`src/rtl/sid_wave_sel.sv`:
```
// Waveform selector/shaper: derives tri/saw/pulse/noise from the phase word, ANDs the selected shapes.
// Latency: 2 cycles from waveIn to sampleOut; syncOut 1 cycle after the phase MSB falls.
// Backpressure: ctrlReady drops while a control byte is pending, and rises when that byte becomes active.
// Optional: define WAVE_HOLD_DECAY_EN to let a held sample decay toward zero.
module sid_wave_sel #(
  parameter int ACC_W        = 24,
  parameter int OUT_W        = 12,
  parameter int DECAY_CYCLES = 8192
) (
  input  logic             clk,
  input  logic             rst,
  input  logic [ACC_W-1:0] waveIn,
  input  logic [OUT_W-1:0] noiseIn,
  input  logic [OUT_W-1:0] pw,
  input  logic             ringIn,
  input  logic             ctrlValid,
  output logic             ctrlReady,
  input  logic [7:0]       ctrlIn,
  output logic [OUT_W-1:0] sampleOut,
  output logic             sampleValid,
  output logic             syncOut
);

  // Control bytes: [7] noise, [6] pulse, [5] saw, [4] tri, [3:2] reserved, [1] test, [0] ring
  logic [7:0]       act_ctrl;
  logic [7:0]       pend_ctrl;
  logic             pend_full;
  logic             prev_msb;
  logic             wrap;
  logic             accept;
  logic             apply_pend;

  // Stage-1 shapes, plus the control snapshot that travels with them
  logic [OUT_W-1:0] phase;
  logic             tri_inv;
  logic [OUT_W-2:0] tri_half;
  logic [OUT_W-1:0] tri_shape;
  logic [OUT_W-1:0] pulse_shape;
  logic [OUT_W-1:0] s1_saw, s1_tri, s1_pulse, s1_noise;
  logic [3:0]       s1_sel;
  logic             s1_test;
  logic             s1_vld;

  logic [OUT_W-1:0] combined;
  logic             any_sel;

  // Reserved control bits and the fractional phase bits carry no meaning here
  logic             sel_unused;
  assign sel_unused = ^{act_ctrl[3:2], waveIn[ACC_W-OUT_W-1:0]};

  assign wrap      = prev_msb & ~waveIn[ACC_W-1];
  assign ctrlReady = ~pend_full;
  assign accept    = ctrlValid & ~pend_full;
  // A silent or test-mode voice has no audible phase to protect, so it swaps immediately
  assign apply_pend = pend_full &
                      (wrap | (act_ctrl[7:4] == 4'b0000) | act_ctrl[1] | pend_ctrl[1]);

  // Control buffering: new bytes become active only at phase wrap (or at once when harmless)
  always_ff @(posedge clk or posedge rst) begin
    if (rst) begin
      act_ctrl  <= 8'h00;
      pend_ctrl <= 8'h00;
      pend_full <= 1'b0;
    end else if (accept && wrap) begin
      act_ctrl  <= ctrlIn;
    end else if (accept) begin
      pend_ctrl <= ctrlIn;
      pend_full <= 1'b1;
    end else if (apply_pend) begin
      act_ctrl  <= pend_ctrl;
      pend_full <= 1'b0;
    end
  end

  // Wrap detection and the registered hard-sync pulse
  always_ff @(posedge clk or posedge rst) begin
    if (rst) begin
      prev_msb <= 1'b0;
      syncOut  <= 1'b0;
    end else begin
      prev_msb <= waveIn[ACC_W-1];
      syncOut  <= wrap;
    end
  end

  assign phase       = waveIn[ACC_W-1 -: OUT_W];
  assign tri_inv     = phase[OUT_W-1] ^ (act_ctrl[0] & ringIn);
  assign tri_half    = tri_inv ? ~phase[OUT_W-2:0] : phase[OUT_W-2:0];
  assign tri_shape   = {tri_half, 1'b0};
  assign pulse_shape = (act_ctrl[1] || (phase >= pw)) ? '1 : '0;

  // Stage 1: register the raw shapes together with the selection that applies to them
  always_ff @(posedge clk or posedge rst) begin
    if (rst) begin
      s1_saw   <= '0;
      s1_tri   <= '0;
      s1_pulse <= '0;
      s1_noise <= '0;
      s1_sel   <= 4'b0000;
      s1_test  <= 1'b0;
      s1_vld   <= 1'b0;
    end else begin
      s1_saw   <= phase;
      s1_tri   <= tri_shape;
      s1_pulse <= pulse_shape;
      s1_noise <= noiseIn;
      s1_sel   <= act_ctrl[7:4];
      s1_test  <= act_ctrl[1];
      s1_vld   <= 1'b1;
    end
  end

  // Combine: AND of all selected shapes; test mode mutes everything but pulse
  always_comb begin
    combined = '1;
    any_sel  = |s1_sel;
    if (s1_sel[3]) combined = combined & s1_noise;
    if (s1_sel[2]) combined = combined & s1_pulse;
    if (s1_sel[1]) combined = combined & s1_saw;
    if (s1_sel[0]) combined = combined & s1_tri;
    if (s1_test && !s1_sel[2]) combined = '0;
  end

`ifdef WAVE_HOLD_DECAY_EN
  localparam int CNT_W = $clog2(DECAY_CYCLES + 1);
  localparam logic [CNT_W-1:0] DECAY_LAST = CNT_W'(DECAY_CYCLES - 1);
  logic [CNT_W-1:0] decay_cnt;
  logic             decay_step;

  assign decay_step = (decay_cnt == DECAY_LAST);

  // Decay timer runs only while the output is floating
  always_ff @(posedge clk or posedge rst) begin
    if (rst) begin
      decay_cnt <= '0;
    end else if (any_sel || decay_step) begin
      decay_cnt <= '0;
    end else begin
      decay_cnt <= decay_cnt + 1'b1;
    end
  end
`endif

  // Stage 2: output register; with nothing selected the last value floats on the DAC
  always_ff @(posedge clk or posedge rst) begin
    if (rst) begin
      sampleOut   <= '0;
      sampleValid <= 1'b0;
    end else begin
      sampleValid <= s1_vld;
      if (any_sel) begin
        sampleOut <= combined;
`ifdef WAVE_HOLD_DECAY_EN
      end else if (decay_step) begin
        sampleOut <= sampleOut >> 1;
`endif
      end
    end
  end

endmodule

```
`config.mk`:
```
export PLATFORM = sky130hd
export DESIGN_NAME = sid_wave_sel
export DESIGN_NICKNAME = d
export VERILOG_FILES = /design/src/rtl/sid_wave_sel.sv
export SDC_FILE = /design/constraint.sdc
export NUM_CORES = 1
export LEC_CHECK = 0
export BUFFER_PORTS_ARGS = -buffer_cell sky130_fd_sc_hd__buf_2
export CORE_UTILIZATION = 40
export DETAILED_ROUTE_END_ITERATION = 7
export PLACE_DENSITY = 0.74
export SLEW_MARGIN = 20
export SYNTH_ARGS = -nofsm -noshare
export SYNTH_HDL_FRONTEND = slang
export SYNTH_SLANG_ARGS = --single-unit
export TNS_END_PERCENT = 100
```
`constraint.sdc`:
```
create_clock -name clk -period 2.2 [get_ports clk]
set_clock_uncertainty 0.1 [all_clocks]
set_input_delay 0.11 -clock clk [delete_from_list [all_inputs] [get_ports clk]]
set_output_delay 0.11 -clock clk [all_outputs]
set_load 0.05 [all_outputs]
```
==> results of run 1 <==
[worst max-delay path, stage by stage]
cell	delay, ns
dlygate4sd3_1	0.53
buf_2	0.15
ha_1	0.33
a21oi_1	0.16
nand2_1	0.07
a2111oi_0	0.43
o41ai_1	0.16
[synthesized netlist by cell type, types with 2 or more instances]
| library cell | number | area, µm² |
|---|---|---|
| nand2b_1 | 10 | 62.56 |
| o221ai_1 | 10 | 87.58 |
| o21ai_0 | 11 | 55.05 |
| o22ai_1 | 2 | 12.51 |
| buf_2 | 2 | 10.01 |
| a21oi_1 | 4 | 20.02 |
| nor2b_1 | 2 | 12.51 |
| o21ai_2 | 4 | 35.03 |
| clkbuf_1 | 3 | 11.26 |
| nor4_4 | 2 | 42.54 |
| nand2_1 | 22 | 82.58 |
| mux2i_1 | 6 | 60.06 |
| buf_4 | 3 | 22.52 |
| o31ai_1 | 2 | 15.01 |
| xnor2_1 | 11 | 96.34 |
| nor2_1 | 5 | 18.77 |
| inv_1 | 17 | 63.81 |
| o21ai_1 | 2 | 10.01 |
| ha_1 | 12 | 150.1 |
| mux2_2 | 6 | 67.56 |
| dfrtp_1 | 69 | 1727 |
| or2b_1 | 2 | 15.01 |
[cell families after synthesis]
group | synth area share (%)
compound gates | 10.77
simple gates | 10.15
mux | 4.521
fa+ha+maj | 5.319
flops | 61.17
buf+inv | 4.211
other cells | 0.1329
xor+xnor | 3.723
[stage by stage]
step | power, W | util [%] | cell area [µm²] | std cells
6_report | 0.004329 | 55.21 | 3751 | 422
3_5_place_dp | 0.003220 | 47.48 | 3226 | 375
3_3_place_gp | 0.003190 | 47.48 | 3226 | 375
5_1_grt | 0.004604 | 55.21 | 3751 | 422
4_1_cts | 0.004367 | 55.21 | 3751 | 422
2_1_floorplan | 0.002888 | - | 2823 | 223
[per-layer routing]
| metal | wire length [µm] | track usage, % |
|---|---|---|
| met1 | 2459 | 21.98 |
| met2 | 2794 | 27.20 |
| met3 | 245 | 5.005 |
| met4 | 123 | 7.727 |
| met5 | 0 | 0 |
[flip-flops by register name (all words and copies together) (netlist names), 4 cells and up]
signal	flops
sampleOut	12
pend_ctrl	6
s1_saw	11
s1_tri	11
s1_noise	12
act_ctrl	6
s1_sel	4
[final timing paths]
kind,end,cells after the start,startpoint
setup / recovery,s1_pulse[10]$_DFF_PP0_,7,waveIn[22]
hold / removal,s1_pulse[10]$_DFF_PP0_,5,pw[11]
setup reg to reg,act_ctrl[5]$_DFFE_PP0P_,4,prev_msb$_DFF_PP0_
hold reg to reg,sampleValid$_DFF_PP0_,0,s1_vld$_DFF_PP0_
max in group asynchronous,s1_saw[2]$_DFF_PP0_,4,rst
min in group asynchronous,sampleValid$_DFF_PP0_,3,rst
[what timing repair did]
action,4_1_cts,5_1_grt
hold endpoints to repair,68,0
setup buffers,0,0
hold buffers,31,0
resized for setup,0,0
[layout make-up]
class | instances | share of cell area (%)
Clock inverter | 6 | 2.335
Timing Repair Buffer | 96 | 17.28
Clock buffer | 10 | 3.402
Inverter | 17 | 1.701
Tap cell | 96 | 3.202
Multi-Input combinational cell | 128 | 26.05
Sequential cell | 69 | 46.03
[cells in the final DEF (no fill, tap or decap), types with 4 or more instances in the layout]
| cell type | n |
|---|---|
| a21oi_1 | 4 |
| buf_2 | 60 |
| buf_4 | 5 |
| clkbuf_8 | 9 |
| dfrtp_1 | 69 |
| dlygate4sd3_1 | 31 |
| ha_1 | 12 |
| inv_1 | 16 |
| mux2_2 | 6 |
| mux2i_1 | 6 |
| nand2_1 | 22 |
| nand2b_1 | 10 |
| nor2_1 | 5 |
| o21ai_0 | 11 |
| o21ai_2 | 4 |
| o221ai_1 | 10 |
| xnor2_1 | 11 |
[where the power goes]
| part | switching, W | internal, W | total (W) |
|---|---|---|---|
| Sequential | 0.000197 | 0.00160 | 0.00180 |
| Clock | 0.000472 | 0.000636 | 0.00111 |
| Combinational | 0.000909 | 0.000511 | 0.00142 |
| Total | 0.00158 | 0.00275 | 0.00433 |
==> flow_summary.json, run 1 <==
{
  "vias": 1911,
  "cp_max_fo": 3,
  "whs_ns": 0.1025,
  "clock-sinks": 69,
  "slew_viol_final": 0,
  "maxCapViolations": 0,
  "setup_violations": 0,
  "multi_input_area_um2": 977.2,
  "worst_slew_pin_slew_ns": 0.5436,
  "crit_type": "in -> reg",
  "setup_ws_ns": 0.3725,
  "wirelength_um": 5623,
  "die_x_um": 86.01,
  "dp_slack_ns": 0.6294,
  "hold_violations": 0,
  "synth_fp_nets": 295,
  "wl_per_cell_um": 13.32,
  "gp_congestion": 0.8074,
  "cp-end-kind": "flop",
  "fp-row-count": 30,
  "first_pass_iters": 4,
  "antenna_found_initial": 0,
  "cts_root_buffer": "clkbuf_8",
  "fillCellCount": 581,
  "p_leak_nw": 1.747,
  "syn_area_um2": 2823,
  "crit_required_ns": 2.30,
  "viasPerCell": 4.528,
  "fin_crit_sh_pct": 83.07,
  "yosysSeqAreaShare_pct": 61.17,
  "synth_edf_count": 0,
  "cts_buffers": 9,
  "drive_above_1_share_pct": 29.14,
  "ys_ff_latch": 69,
  "syn2layout_area_growth_pct": 32.89,
  "hp-class": "in -> reg",
  "syn_inst": 223,
  "hpwl_um": 3842,
  "clkTransAtPathRegs_ns": 0.07,
  "fin_setup_tns_ns": 0,
  "drt_iter0_drc": 135,
  "synth-async-reset-ratio_pct": 100.0,
  "drc": 0,
  "postRouteAntennaNets": 0,
  "port_buffers": 60,
  "peakVddDrop_uv": 622.3,
  "insertion_delay_ns": 0.34,
  "syn_area_per_cell_um2": 12.66,
  "ys.flop_type": "dfrtp_1",
  "cts_tree": "built",
  "synth_cell_types": 38,
  "fmax_mhz": 547.2,
  "clock_path_buffers": 2,
  "io_pins": 75,
  "num_antenna_cells": 0,
  "nets": 393,
  "die_y_um": 86.01,
  "status": "completed",
  "start_util_pct": 41.55,
  "core-area_um2": 6794,
  "rrSetupSlack_ns": 0.65,
  "grt_pass1_wl_um": 9508,
  "min_period_ns": 1.828,
  "rsz0062_at_grt": "no",
  "grt_usage_pct": 17.21,
  "seq_area_um2": 1727,
  "relSlewSlack_pct": 63.76,
  "cp.arrival_ns": 1.93,
  "dieArea_um2": 7397,
  "cp-start-kind": "input port",
  "overflow": 0,
  "power_density_nw_per_um2": 1154,
  "yosys_warnings": 0,
  "first_global_vias": 1972,
  "grt_max_degree": 26,
  "htreeDepth": 3
}
(Power assumes the default switching activity.)
==> run 2: changes to the inputs <==
--- a/config.mk
+++ b/config.mk
@@ -5,6 +5,7 @@
 export SDC_FILE = /design/constraint.sdc
 export NUM_CORES = 1
 export LEC_CHECK = 0
+export ABC_AREA = 1
 export BUFFER_PORTS_ARGS = -buffer_cell sky130_fd_sc_hd__buf_2
 export CORE_UTILIZATION = 40
 export DETAILED_ROUTE_END_ITERATION = 7
==> constraint.sdc (replaced) <==
create_clock -name clk -period 1.8 [get_ports clk]
set_clock_uncertainty 0.1 [all_clocks]
set_input_delay 0.09 -clock clk [delete_from_list [all_inputs] [get_ports clk]]
set_output_delay 0.09 -clock clk [all_outputs]
set_load 0.05 [all_outputs]
==> run 2 against run 1 <==
Against the previous run: critical path depth is 3 higher; worst hold slack better by 0.098 ns; combinational power is 32% higher; setup slack worse by 0.036 ns; total power is 24% higher; register-to-register slack worse by 0.28 ns; critical endpoint unchanged; largest cell class unchanged.
==> flow_summary.json, run 2 <==
{
  "status": "completed",
  "grt_usage_pct": 18.49,
  "cp-start-kind": "input port",
  "syn_area_per_cell_um2": 9.605,
  "drive_above_1_share_pct": 20.64,
  "cp-end-kind": "flop",
  "wirelength_um": 6238,
  "power_density_nw_per_um2": 1392,
  "insertion_delay_ns": 0.34,
  "hp-start": "waveIn[23]",
  "yosys.area.top_type": "dfrtp_1",
  "relSlewSlack_pct": 51.42,
  "postRouteAntennaNets": 0,
  "synth_edf_count": 0,
  "fp-row-count": 30,
  "fillCellCount": 603,
  "hold_violations": 0,
  "p_leak_nw": 2.000,
  "r2r_cells": 3,
  "setup_ws_ns": 0.3368,
  "worstHoldEndpoint": "s1_tri[2]$_DFF_PP0_",
  "final_cell_mix": "71 x nand2_1, 69 x dfrtp_1, 60 x buf_2",
  "wl_per_cell_um": 12.40,
  "start_util_pct": 42.14,
  "multi_input_area_um2": 934.6,
  "rsz0062_at_grt": "no",
  "synthMuxAreaShare_pct": 0,
  "ys.flop_type": "dfrtp_1",
  "seq_area_um2": 1727,
  "synth-async-reset-ratio_pct": 100.0,
  "fin_crit_sh_pct": 81.29,
  "gp_congestion": 0.8340,
  "vias": 2232,
  "port_buffers": 60,
  "fin_setup_tns_ns": 0,
  "layout_commonest_cell": "nand2_1",
  "io_pins": 75,
  "yosysSeqAreaShare_pct": 59.33,
  "cp.arrival_ns": 1.59,
  "largest_registers": "s1_noise x12, sampleOut x12",
  "synth_xor_area_share_pct": 3.611,
  "dieArea_um2": 7620,
  "hold_path_depth": 4,
  "yosys_warnings": 0,
  "clkTransAtPathRegs_ns": 0.08,
  "die_x_um": 87.30,
  "htreeDepth": 3,
  "worst_slew_pin_slew_ns": 0.7238,
  "clock-sinks": 69,
  "grt_max_degree": 30,
  "synth.area.top_cells": "dfrtp_1 59%, nand2_1 9.2%, inv_1 6.7%, ha_1 5.2%, o21ai_0 5.0%",
  "drc": 0,
  "hpwl_um": 4063,
  "fmax_mhz": 683.4,
  "peakVddDrop_uv": 545.4,
  "crit_type": "in -> reg",
  "grt_pass1_wl_um": 10410,
  "synth_most_common_cell": "nand2_1",
  "first_pass_iters": 4,
  "synth_simple_gate_area_share_pct": 14.88,
  "min_period_ns": 1.463,
  "antenna_found_initial": 0,
  "syn2layout_area_growth_pct": 32.63,
  "rrSetupSlack_ns": 0.37,
  "clock_path_buffers": 2,
  "cts_tree": "built",
  "syn_area_um2": 2910,
  "cts_root_buffer": "clkbuf_8",
  "power.total_w": 0.005375,
  "synth_top_family_by_area": "simple AND/OR/NAND/NOR gates",
  "syn_inst": 303,
  "cts_buffers": 9,
  "drt_iter0_drc": 75,
  "viasPerCell": 4.437,
  "yosys-top-cells-count": "71 x nand2_1, 69 x dfrtp_1, 52 x inv_1",
  "synth_fp_nets": 375,
  "r2r-end": "pend_full$_DFFE_PP0P_",
  "hp-class": "in -> reg",
  "maxCapViolations": 0,
  "die_y_um": 87.30,
  "slew_viol_final": 0,
  "crit_required_ns": 1.92,
  "nets": 474,
  "setup_violations": 0,
  "num_antenna_cells": 0,
  "ys_ff_latch": 69,
  "synth_compound_area_share_pct": 8.340,
  "dp_slack_ns": 0.05528,
  "first_global_vias": 2233,
  "synth.top_cell.area_share_pct": 59.33,
  "synth_cell_types": 21,
  "worstReg2RegStart": "prev_msb$_DFF_PP0_",
  "overflow": 0,
  "cp_max_fo": 2,
  "synth_fa_ha_area_share_pct": 5.159,
  "core-area_um2": 6907
}
## run 2: changes by cell type in the layout (fill, tap and decap cells not counted), moves of 3 or more
cell / delta
inv_1: +35
nand2b_1: -10
mux2_2: -6
o21ai_2: -4
o21ai_0: +17
nor2_1: +6
o221ai_1: -10
clkbuf_8: +3
nand2_1: +49
nand3_1: +19
o211ai_1: +10
mux2i_1: -6
## run 2: worst max path at each step
stage	from	to	slack, ns	cells past startpoint
2_1_floorplan	prev_msb$_DFF_PP0_	act_ctrl[0]$_DFFE_PP0P_	0.57	8
3_3_place_gp	prev_msb$_DFF_PP0_	pend_full$_DFFE_PP0P_	0.12	3
3_5_place_dp	prev_msb$_DFF_PP0_	pend_full$_DFFE_PP0P_	0.06	3
4_1_cts	prev_msb$_DFF_PP0_	pend_full$_DFFE_PP0P_	0.03	3
5_1_grt	prev_msb$_DFF_PP0_	pend_full$_DFFE_PP0P_	0.22	3
6_report	waveIn[12]	s1_pulse[10]$_DFF_PP0_	0.34	10
## run 2: worst max-delay path, stage by stage
cell and delay [ns]:
dlygate4sd3_1 0.54, buf_2 0.13, inv_1 0.09, ha_1 0.24, o21ai_0 0.17, nand2_1 0.08
nand2_1 0.06, nand2_1 0.06, nand2_1 0.07, nand2_1 0.05
## run 2: area by class of cell
class                           instances  area share (%)
Multi-Input combinational cell        173           24.21
Inverter                               52           5.154
Clock inverter                          3           1.102
Sequential cell                        69           44.73
Timing Repair Buffer                   97           17.31
Clock buffer                           13           4.376
Tap cell                               96           3.112
## run 2: through the flow
stage | std cells | hold slack, ns | area [µm²] | utilization (%)
after CTS | 503 | 0.1724 | 3860 | 55.89
final | 503 | 0.2010 | 3860 | 55.89
after global routing | 503 | 0.2233 | 3860 | 55.89
after detailed placement | 456 | 0.07580 | 3338 | 48.33
after floorplan | 303 | 0.02143 | 2914 | -
after global placement | 456 | 0.06112 | 3338 | 48.33
## run 2: logic make-up (layout without fill, tap and decap cells)
kind of cell	count (synthesis)	after routing
and+or+nand+nor	105	105
AOI/OAI and AO/OA	43	43
buffers and inverters	61	165
DFF	69	69
adders and majority gates	12	12
other	1	1
xor gates and xnor gates	12	12
## run 2: timing repair
action / CTS / global route
hold buffers: 31 / 0
endpoints found under the hold margin: 64 / 0
setup buffers: 0 / 0
resized for setup: 0 / 0
## run 2: metal layers
metal	GRT usage (%)	wire length [µm]	up-vias	share of wire, %
met5	0	0	-	0
met2	29.55	2984	52	48
met1	23.42	2836	1026	45
met4	8.793	167	0	2.7
li1	-	-	1140	-
met3	4.834	249	14	4.0
## run 2: power breakdown
| group | switching (W) | total (W) | internal (W) |
|---|---|---|---|
| combinational | 0.00126 | 0.00187 | 0.000612 |
| sequential | 0.000230 | 0.00219 | 0.00196 |
| clock | 0.000561 | 0.00131 | 0.000752 |
==> run 3: changes to the inputs <==
==> constraint.sdc (replaced) <==
create_clock -name clk -period 1.5 [get_ports clk]
set_clock_uncertainty 0.1 [all_clocks]
set_input_delay 0.075 -clock clk [delete_from_list [all_inputs] [get_ports clk]]
set_output_delay 0.075 -clock clk [all_outputs]
set_load 0.05 [all_outputs]
==> run 3 against run 2 <==
Against the previous run: first-iteration DRC count fell by 16%; non-clock buffer count grew 3; utilization grew 0.24 points; register-to-register slack got worse by 0.21 ns; setup slack got worse by 0.26 ns; largest cell class unchanged.
==> flow_summary.json, run 3 (same netlist as run 2, synthesis figures left out) <==
{
  "layout_commonest_cell": "nand2_1",
  "seq_area_um2": 1727,
  "power_frac_comb_pct": 37.0,
  "dieArea_um2": 7620,
  "relSlewSlack_pct": 62.83,
  "hpwl_um": 4145,
  "insertion_delay_ns": 0.34,
  "largest_registers": "s1_noise x12, sampleOut x12",
  "cts_setup_buffers": 0,
  "drive_above_1_share_pct": 21.27,
  "htreeDepth": 3,
  "crit_type": "in -> reg",
  "peakVddDrop_uv": 750.0,
  "fillCellCount": 591,
  "postRouteAntennaNets": 0,
  "cts_buffers": 9,
  "cts_tree": "built",
  "grt_pass1_wl_um": 10010,
  "p_leak_nw": 2.005,
  "drt_iter0_drc": 63,
  "setup_violations": 0,
  "worst_slew_pin_slew_ns": 0.5563,
  "die_x_um": 87.30,
  "die_y_um": 87.30,
  "core-area_um2": 6907,
  "viasPerCell": 4.374,
  "start_util_pct": 42.14,
  "clkTransAtPathRegs_ns": 0.07,
  "port_buffers": 60,
  "maxCapViolations": 0,
  "nets": 477,
  "cp-end-kind": "flop",
  "fin_setup_tns_ns": 0,
  "antenna_found_initial": 0,
  "pwr-share-clk_pct": 21.7,
  "gp_congestion": 0.8827,
  "io_pins": 75,
  "rsz0062_at_grt": "no",
  "final_cell_mix": "71 x nand2_1, 69 x dfrtp_1, 60 x buf_2",
  "hp-class": "in -> reg",
  "overflow": 0,
  "switching_share_pct": 38.53,
  "wl_per_cell_um": 11.73,
  "clock_path_buffers": 2,
  "first_global_vias": 2209,
  "cp-start-kind": "input port",
  "status": "completed",
  "cp_max_fo": 2,
  "min_period_ns": 1.423,
  "fin_crit_sh_pct": 94.83,
  "design_area_um2": 3876,
  "drc": 0,
  "fp-row-count": 30,
  "slew_viol_final": 0,
  "first_pass_iters": 6,
  "multi_input_area_um2": 949.7,
  "grt_max_degree": 26,
  "power_density_nw_per_um2": 1619,
  "vias": 2209,
  "wirelength_um": 5922,
  "crit_required_ns": 1.63,
  "rrSetupSlack_ns": 0.16,
  "num_antenna_cells": 0,
  "post_dp_cell_area_um2": 3373,
  "fmax_mhz": 703.0,
  "clock-sinks": 69,
  "internal_power_w": 0.003858,
  "hold_violations": 0,
  "power.switching_w": 0.002418,
  "syn2layout_area_growth_pct": 33.19,
  "cts_root_buffer": "clkbuf_8",
  "grt_usage_pct": 17.86,
  "pwr-share-seq_pct": 41.4,
  "cp.arrival_ns": 1.55
}
-- run 3: cell count changes in the layout (fill, tap and decap cells not counted), sizes merged --
| cell | before | now |
|---|---|---|
| buf | 66 | 69 |
| clkinvlp | 2 | 1 |
| bufinv | 1 | 0 |
| clkbuf | 13 | 14 |
-- run 3: final cells by class --
class                   instances  share of cell area (%)
inverters                      52                   5.132
multi-input cells             173                   24.50
well taps                      96                   3.099
repair buffers                100                   18.14
clock inverters                 1                  0.1291
clock buffers                  14                   4.454
flip-flops and latches         69                   44.54
-- run 3: timing repair --
action / in CTS / in global routing
resized for setup: 0 / 3
endpoints found under the hold margin: 65 / 0
hold buffers: 31 / 0
setup endpoints to repair: 0 / 1
-- run 3: worst max-delay path, stage by stage --
cell	delay (ns)
dlygate4sd3_1	0.54
buf_2	0.13
inv_1	0.09
ha_1	0.24
o21ai_1	0.16
nand2_1	0.09
nand2_1	0.06
nand2_1	0.06
nand2_1	0.06
nand2_1	0.04
-- run 3: per-stage QoR --
step	hold WS, ns	std cells	utilization (%)	setup slack, ns	power (W)
6_report	0.1746	505	56.12	0.07749	0.006276
3_3_place_gp	0.05561	459	48.84	0.1723	0.004813
3_5_place_dp	0.05834	459	48.84	0.1551	0.004889
5_1_grt	0.1960	505	56.12	0.005340	0.006739
2_1_floorplan	0.006430	303	-	0.2738	0.004277
4_1_cts	0.1366	505	55.91	0.07222	0.006321
-- run 3: final timing paths --
kind,startpoint,end,depth (start not counted)
max,waveIn[12],s1_pulse[10]$_DFF_PP0_,10
min,pw[3],s1_pulse[10]$_DFF_PP0_,7
max reg2reg,pend_full$_DFFE_PP0P_,act_ctrl[4]$_DFFE_PP0P_,5
min reg2reg,s1_vld$_DFF_PP0_,sampleValid$_DFF_PP0_,0
max in group asynchronous,rst,s1_saw[9]$_DFF_PP0_,4
min in group asynchronous,rst,s1_noise[3]$_DFF_PP0_,3
-- run 3: power by group through the flow --
stage	sequential, W	combinational, W	clock, W
2_1_floorplan	0.00312	0.00115	0
3_3_place_gp	0.00262	0.00219	0
3_5_place_dp	0.00263	0.00226	0
4_1_cts	0.00260	0.00233	0.00140
5_1_grt	0.00265	0.00259	0.00150
6_report	0.00260	0.00232	0.00136
-- run 3: routing by layer --
layer / GRT usage [%] / routed length [µm] / vias to the layer above
met5: 0 / 0 / -
met4: 12.07 / 184 / 0
met3: 4.171 / 198 / 18
met2: 27.20 / 2809 / 53
met1: 22.63 / 2729 / 992
li1: - / - / 1146
